--- src/rtl/regfile_arbiter_if.sv ---
// Requester-side bus of the register-file arbiter: two request/grant channels
// (A = core, B = debug/loader) plus the shared read-return path.
interface regfile_arbiter_if #(
    parameter int ADDR_W = 5,
    parameter int DATA_W = 32
);
    logic              a_req;
    logic              a_we;
    logic [ADDR_W-1:0] a_addr;
    logic [DATA_W-1:0] a_wdata;
    logic              a_gnt;

    logic              b_req;
    logic              b_we;
    logic [ADDR_W-1:0] b_addr;
    logic [DATA_W-1:0] b_wdata;
    logic              b_gnt;

    logic [DATA_W-1:0] rdata;
    logic              a_rvalid;
    logic              b_rvalid;

    modport master (
        output a_req, a_we, a_addr, a_wdata,
        output b_req, b_we, b_addr, b_wdata,
        input  a_gnt, b_gnt, rdata, a_rvalid, b_rvalid
    );

    modport slave (
        input  a_req, a_we, a_addr, a_wdata,
        input  b_req, b_we, b_addr, b_wdata,
        output a_gnt, b_gnt, rdata, a_rvalid, b_rvalid
    );
endinterface

--- src/rtl/regfile_arbiter.sv ---
// Clears the register file after reset, then shares its single write port and
// single asynchronous read port between requesters A and B, round-robin.
module regfile_arbiter #(
    parameter int ADDR_W         = 5,
    parameter int DATA_W         = 32,
    parameter bit CLEAR_ON_RESET = 1'b1,
    parameter bit ZERO_REG0      = 1'b1
) (
    input  logic              clk,
    input  logic              resetn,
    regfile_arbiter_if.slave  bus,
    output logic              init_done,
    output logic              rf_we,
    output logic [ADDR_W-1:0] rf_waddr,
    output logic [DATA_W-1:0] rf_di,
    output logic [ADDR_W-1:0] rf_raddr,
    input  logic [DATA_W-1:0] rf_do
);
    localparam logic [0:0] ST_CLEAR = 1'b0;
    localparam logic [0:0] ST_RUN   = 1'b1;
    localparam logic       LAST_A   = 1'b0;
    localparam logic       LAST_B   = 1'b1;
    localparam logic [ADDR_W-1:0] CLR_LAST = {ADDR_W{1'b1}};

    logic [0:0]        state_reg;
    logic [ADDR_W-1:0] clr_cnt_reg;
    logic              last_reg;
    logic [DATA_W-1:0] rdata_reg;
    logic              a_rvalid_reg;
    logic              b_rvalid_reg;

    logic              in_run;
    logic              in_clear;
    logic              grant_a;
    logic              grant_b;

    // Per-requester view so the write-suppression rule is written once.
    logic [ADDR_W-1:0] req_addr [2];
    logic              wr_en    [2];

    assign req_addr[0] = bus.a_addr;
    assign req_addr[1] = bus.b_addr;

    generate
        for (genvar gi = 0; gi < 2; gi++) begin : g_wr_en
            if (ZERO_REG0) begin : g_zero
                assign wr_en[gi] = (req_addr[gi] != '0);
            end else begin : g_plain
                assign wr_en[gi] = 1'b1;
            end
        end
    endgenerate

    assign in_run   = resetn && (state_reg == ST_RUN);
    assign in_clear = resetn && (state_reg == ST_CLEAR);

    // A wins a tie only when B was the most recent winner.
    assign grant_a = in_run && bus.a_req && (!bus.b_req || (last_reg == LAST_B));
    assign grant_b = in_run && bus.b_req && !grant_a;

    assign bus.a_gnt    = grant_a;
    assign bus.b_gnt    = grant_b;
    assign bus.rdata    = rdata_reg;
    assign bus.a_rvalid = a_rvalid_reg;
    assign bus.b_rvalid = b_rvalid_reg;
    assign init_done    = in_run;

    // Idle read address follows A so the async read path stays deterministic.
    assign rf_raddr = (grant_b && !bus.b_we) ? bus.b_addr : bus.a_addr;

    always_comb begin
        rf_we    = 1'b0;
        rf_waddr = '0;
        rf_di    = '0;
        if (in_clear) begin
            rf_we    = 1'b1;
            rf_waddr = clr_cnt_reg;
        end else if (grant_a) begin
            rf_we    = bus.a_we && wr_en[0];
            rf_waddr = bus.a_addr;
            rf_di    = bus.a_wdata;
        end else if (grant_b) begin
            rf_we    = bus.b_we && wr_en[1];
            rf_waddr = bus.b_addr;
            rf_di    = bus.b_wdata;
        end
    end

    always_ff @(posedge clk) begin
        if (!resetn) begin
            state_reg    <= CLEAR_ON_RESET ? ST_CLEAR : ST_RUN;
            clr_cnt_reg  <= '0;
            last_reg     <= LAST_B;
            rdata_reg    <= '0;
            a_rvalid_reg <= 1'b0;
            b_rvalid_reg <= 1'b0;
        end else begin
            a_rvalid_reg <= grant_a && !bus.a_we;
            b_rvalid_reg <= grant_b && !bus.b_we;
            if (state_reg == ST_CLEAR) begin
                // Counter parks at the last address; it never starts a second pass.
                if (clr_cnt_reg == CLR_LAST) begin
                    state_reg <= ST_RUN;
                end else begin
                    clr_cnt_reg <= clr_cnt_reg + 1'b1;
                end
            end else begin
                if (grant_a) begin
                    last_reg <= LAST_A;
                end else if (grant_b) begin
                    last_reg <= LAST_B;
                end
                if ((grant_a && !bus.a_we) || (grant_b && !bus.b_we)) begin
                    rdata_reg <= rf_do;
                end
            end
        end
    end
endmodule

--- src/flat_wrapper.sv ---
// flat-port wrapper written by rule: the top's interface ports become plain ports
module regfile_arbiter_flat 
#(
    parameter int ADDR_W         = 5,
    parameter int DATA_W         = 32,
    parameter bit CLEAR_ON_RESET = 1'b1,
    parameter bit ZERO_REG0      = 1'b1
)
  (clk, resetn, init_done, rf_we, rf_waddr, rf_di, rf_raddr, rf_do, bus_a_req, bus_a_we, bus_a_addr, bus_a_wdata, bus_b_req, bus_b_we, bus_b_addr, bus_b_wdata, bus_a_gnt, bus_b_gnt, bus_rdata, bus_a_rvalid, bus_b_rvalid);
  regfile_arbiter_if #(.ADDR_W(ADDR_W), .DATA_W(DATA_W)) bus_i ();
  input  logic clk;
  input  logic resetn;
  output logic init_done;
  output logic rf_we;
  output logic [ADDR_W-1:0] rf_waddr;
  output logic [DATA_W-1:0] rf_di;
  output logic [ADDR_W-1:0] rf_raddr;
  input  logic [DATA_W-1:0] rf_do;
  input wire logic [$bits(bus_i.a_req)-1:0] bus_a_req;
  input wire logic [$bits(bus_i.a_we)-1:0] bus_a_we;
  input wire logic [$bits(bus_i.a_addr)-1:0] bus_a_addr;
  input wire logic [$bits(bus_i.a_wdata)-1:0] bus_a_wdata;
  input wire logic [$bits(bus_i.b_req)-1:0] bus_b_req;
  input wire logic [$bits(bus_i.b_we)-1:0] bus_b_we;
  input wire logic [$bits(bus_i.b_addr)-1:0] bus_b_addr;
  input wire logic [$bits(bus_i.b_wdata)-1:0] bus_b_wdata;
  output wire logic [$bits(bus_i.a_gnt)-1:0] bus_a_gnt;
  output wire logic [$bits(bus_i.b_gnt)-1:0] bus_b_gnt;
  output wire logic [$bits(bus_i.rdata)-1:0] bus_rdata;
  output wire logic [$bits(bus_i.a_rvalid)-1:0] bus_a_rvalid;
  output wire logic [$bits(bus_i.b_rvalid)-1:0] bus_b_rvalid;
  assign bus_i.a_req = bus_a_req;
  assign bus_i.a_we = bus_a_we;
  assign bus_i.a_addr = bus_a_addr;
  assign bus_i.a_wdata = bus_a_wdata;
  assign bus_i.b_req = bus_b_req;
  assign bus_i.b_we = bus_b_we;
  assign bus_i.b_addr = bus_b_addr;
  assign bus_i.b_wdata = bus_b_wdata;
  assign bus_a_gnt = bus_i.a_gnt;
  assign bus_b_gnt = bus_i.b_gnt;
  assign bus_rdata = bus_i.rdata;
  assign bus_a_rvalid = bus_i.a_rvalid;
  assign bus_b_rvalid = bus_i.b_rvalid;
  regfile_arbiter #(.ADDR_W(ADDR_W), .DATA_W(DATA_W), .CLEAR_ON_RESET(CLEAR_ON_RESET), .ZERO_REG0(ZERO_REG0)) u_core (.clk(clk), .resetn(resetn), .bus(bus_i), .init_done(init_done), .rf_we(rf_we), .rf_waddr(rf_waddr), .rf_di(rf_di), .rf_raddr(rf_raddr), .rf_do(rf_do));
endmodule
--- config.mk ---
export PLATFORM = sky130hd
export DESIGN_NAME = regfile_arbiter_flat
export DESIGN_NICKNAME = d
export VERILOG_FILES = /design/src/rtl/regfile_arbiter_if.sv /design/src/rtl/regfile_arbiter.sv /design/src/flat_wrapper.sv
export SDC_FILE = /design/constraint.sdc
export NUM_CORES = 1
export LEC_CHECK = 0
export BUFFER_PORTS_ARGS = -buffer_cell sky130_fd_sc_hd__buf_2
export CAP_MARGIN = 30
export CORE_ASPECT_RATIO = 0.7
export CORE_UTILIZATION = 37
export DETAILED_ROUTE_END_ITERATION = 8
export PLACE_DENSITY = 0.8
export SLEW_MARGIN = 0
export SYNTH_ARGS = -nofsm -noshare
export SYNTH_HDL_FRONTEND = slang
export SYNTH_SLANG_ARGS = --single-unit
--- constraint.sdc ---
create_clock -name clk -period 2.3 [get_ports clk]
set_input_delay 0.46 -clock clk [delete_from_list [all_inputs] [get_ports clk]]
set_output_delay 0.46 -clock clk [all_outputs]
set_load 0.05 [all_outputs]
==> summary.md <==
| Metric | Value |
|---|---|
| Post-CTS clock slew at the launch and capture registers of the worst setup and hold paths | 0.08 ns |
| Largest cells by area after synthesis | sky130_fd_sc_hd__dfxtp_1 (39%), sky130_fd_sc_hd__a22o_1 (13%), sky130_fd_sc_hd__o21ai_0 (8.8%) |
| Floorplan die area | 6000 µm² |
| Wire length of the first global-routing pass | 10.6 mm |
| Hold violation total from the final report | 0 |
| Post-Synthesis Mean Instance Area | 8.49 µm² |
| Hold Path Class | input port to flip-flop |
| # Max-Cap Violations | 0 |
| Relative contribution of sequential cells to total power | 53.1% |
| Drt total wl | 7.00 mm |
| Number of distinct library cells after synthesis | 34 |
| Max FFs per register | 32 |
| Clk Latency, worst-skew pair | 0.29 ns |
| Max rail drop VDD | 0.000289 V |
| Worst Path Class, Setup | flip-flop to output port |
| Vias in the first global route | 2061 |
| Setup slack of the critical path after layout | 0.0970 ns |
| Count of filler cells inserted in the layout | 473 |
| Post-synthesis compound-gate area fraction | 35.0% |
| PortBufs | 191 |
| Starting Density | 39.2% |
| Flip-flop and latch count after synthesis | 41 |
| CTS root buffer | sky130_fd_sc_hd__clkbuf_8 |
| CTS tree | yes |
| Count of yosys warnings during synthesis | 0 |
| Power per unit of standard cell area | 414 nW/µm² |
| Synth top area share | 39.0% |
| Clock sink count | 41 |
| Synthesized netlist net count | 362 |
| Cell leakage power | 0.00171 µW |
| Max Fanout on Critical Path | 10 |
| Number of ports placed on the die boundary | 192 |
| Count of nets after finishing | 545 |
| Number of vias per cell after detailed routing | 5.10 |
| Hold-fix buffers, CTS | 0 |
| Row Count | 22 |
| Number of instances in the synthesized netlist | 248 |
| Simple-gate share of the synthesized area | 12.1% |
| Setup-violating endpoint count in the final report | 0 |
| Mux cell area share after synthesis | 2.67% |
| Antenna Cells | 0 |
| Share of power burned in the clock network | 33.4% |
| Worst Setup Start Kind | flip-flop |
| NetSw | 343 µW |
| Layout Area Growth over Synthesis | 55.4% |
| Gate power share | 13.5% |
| Dominant cell by count in the synthesized netlist | sky130_fd_sc_hd__dfxtp_1 |
| Pin count of the biggest net entering global routing | 41 |
| Share of synthesized cell area in full adder, half adder and majority cells | 1.19% |
| Dominant combinational cell family by area after synthesis | compound AO/OA/AOI/OAI gates |
| Max Clock Skew | 0.00571 ns |
| H-tree lvl count | 2 |
| Post-DP Area | 3170 µm² |
| Post-route standard cell area excluding fillers | 3270 µm² |
| Total number of vias | 2571 |
| Minimum clock period | 2.20 ns |
| Layout cell share with drive strength beyond 1 | 51.2% |
| Cell types with the highest counts after synthesis | sky130_fd_sc_hd__dfxtp_1 (41), sky130_fd_sc_hd__nand2_1 (38), sky130_fd_sc_hd__o21ai_0 (37) |
| Xor and xnor area share after synthesis | 1.25% |
| Cell accounting for the most synthesized area | sky130_fd_sc_hd__dfxtp_1 |
| Global Route Usage Sum | 22.2% |
| Maximum root-to-sink buffer count | 2 |
| Setup repair after global routing missed its margin | no |
| Total grt overflow | 0 |
| Final count of pins violating max slew | 0 |
| Worst relative slew slack | 72.9% |
| Commonest register cell after synthesis | sky130_fd_sc_hd__dfxtp_1 |
| Net switching share of the total power | 25.3% |
| Outcome | finished, final reports clean |
| Die Span Y | 65.1 µm |
| Critical Path AT | 1.74 ns |
| DIE WIDTH | 92.2 µm |
| Final estimated routing congestion in global placement | 0.875 |
| Antenna violations before repair | 0 |
| Summed instance area of the synthesized netlist | 2110 µm² |
| Antenna violation net count after detailed routing | 0 |
| Data required, critical path | 1.84 ns |
| Cell-internal power | 1010 µW |
| Num CTS Buffers | 5 |
| Number of design-rule violations left by the first detailed-router iteration | 99 |
| Placeable core region | 5370 µm² |
| Proportion of register bits with asynchronous set or reset after synthesis | 0% |
| Proportion of synthesized chip area in sequential cells | 39.0% |
| Kind of capture point of the worst setup path | output port |
| Slew at the pin closest to its max-slew limit | 0.405 ns |
| DP Wirelength | 5.41 mm |
| Final sum of negative setup slack | 0 ns |
| Worst Setup Slack post-DPL | 0.151 ns |
| Count of TritonRoute iterations in the first routing pass | 5 |
| Number of enable flip-flop cells after synthesis | 0 |
| Max Clk Rate | 454 MHz |
| Wire length per cell | 13.9 µm |
| Share of the cycle needed by the critical path after routing | 95.8% |
| Post-route DRC violation count | 0 |
## worst max-delay path, stage by stage (launching register included)
cell,delay (ns)
sky130_fd_sc_hd__dfxtp_2,0.43
sky130_fd_sc_hd__nand4b_1,0.17
sky130_fd_sc_hd__a21oi_4,0.26
sky130_fd_sc_hd__mux2_2,0.38
sky130_fd_sc_hd__buf_2,0.21
## metal layers
metal	vias up	global-route usage (%)	part of all wire (%)	wire length, µm
met5	-	0	0	0
met4	0	4.10	0.39	27
met3	4	4.98	6.9	481
met2	119	32.7	46	3250
met1	1185	33.1	46	3240
li1	1263	-	-	-
## path summary, 6_finish.rpt
check	start	endpoint	slack [ns]	cells past startpoint
max	u_core.state_reg	rf_raddr[3]	0.1	4
min	rf_do[25]	u_core.bus.rdata[25]	0.39	3
max reg2reg	u_core.state_reg	u_core.bus.rdata[31]	0.43	5
min reg2reg	u_core.bus.rdata[13]	u_core.bus.rdata[13]	0.45	2
## kinds of logic after synthesis
group / Yosys count
AO/OA/AOI/OAI: 112
XOR/XNOR: 3
adder cells (fa/ha/maj): 2
buffers and inverters: 30
flip-flops: 41
multiplexers: 5
AND/OR/NAND/NOR: 55
## power by group through the flow
stage / Clock, µW / Combinational [µW] / Sequential, µW
after CTS: 471 / 182 / 720
after detailed placement: 0 / 181 / 737
after global placement: 0 / 178 / 736
after floorplan: 0 / 62.8 / 734
after global routing: 513 / 195 / 721
final: 453 / 183 / 720
## layout make-up
| type | instances | area (µm²) | share of cell area [%] |
|---|---|---|---|
| sequential | 41 | 823 | 25.2 |
| clock inverter | 3 | 17.5 | 0.535 |
| multi-input combinational | 177 | 1110 | 33.8 |
| timing repair buffer | 200 | 1140 | 34.9 |
| clock buffer | 5 | 68.8 | 2.10 |
| inverter | 6 | 22.5 | 0.688 |
| tap | 72 | 90.1 | 2.75 |
## cell usage in the layout (no fill, tap or decap), types with 2 or more instances in the layout
cell type | synthesis | final
sky130_fd_sc_hd__buf_2 | 8 | 183
sky130_fd_sc_hd__dfxtp_1 | 41 | 39
sky130_fd_sc_hd__nand2_1 | 38 | 38
sky130_fd_sc_hd__o21ai_0 | 37 | 37
sky130_fd_sc_hd__a22o_1 | 32 | 32
sky130_fd_sc_hd__o21ai_1 | 30 | 30
sky130_fd_sc_hd__buf_12 | 0 | 8
sky130_fd_sc_hd__buf_4 | 4 | 8
sky130_fd_sc_hd__mux2_2 | 5 | 5
sky130_fd_sc_hd__a222oi_1 | 5 | 5
sky130_fd_sc_hd__inv_1 | 5 | 5
sky130_fd_sc_hd__clkbuf_8 | 0 | 5
sky130_fd_sc_hd__and2_1 | 4 | 4
sky130_fd_sc_hd__nor2b_1 | 2 | 2
sky130_fd_sc_hd__and3_1 | 2 | 2
sky130_fd_sc_hd__nor2_1 | 2 | 2
sky130_fd_sc_hd__a21boi_0 | 2 | 2
sky130_fd_sc_hd__xnor2_1 | 2 | 2
sky130_fd_sc_hd__ha_1 | 2 | 2
sky130_fd_sc_hd__clkinv_2 | 0 | 2
sky130_fd_sc_hd__dfxtp_2 | 0 | 2
## metrics by stage
step | util (%) | hold slack, ns | total power, µW | instances
floorplan | - | 0.473 | 797 | 248
global placement | 59.0 | 0.432 | 914 | 495
detailed placement | 59.0 | 0.439 | 917 | 495
CTS | 60.8 | 0.390 | 1370 | 503
global route | 61.0 | 0.398 | 1430 | 504
finish | 61.0 | 0.394 | 1360 | 504
## what timing repair did
item	in CTS	in global routing
gates resized for setup	2	2
pin swaps	0	0
setup buffers	0	1
endpoints found under the hold margin	0	0
setup endpoints to repair	12	7
(Power assumes the default switching activity.)
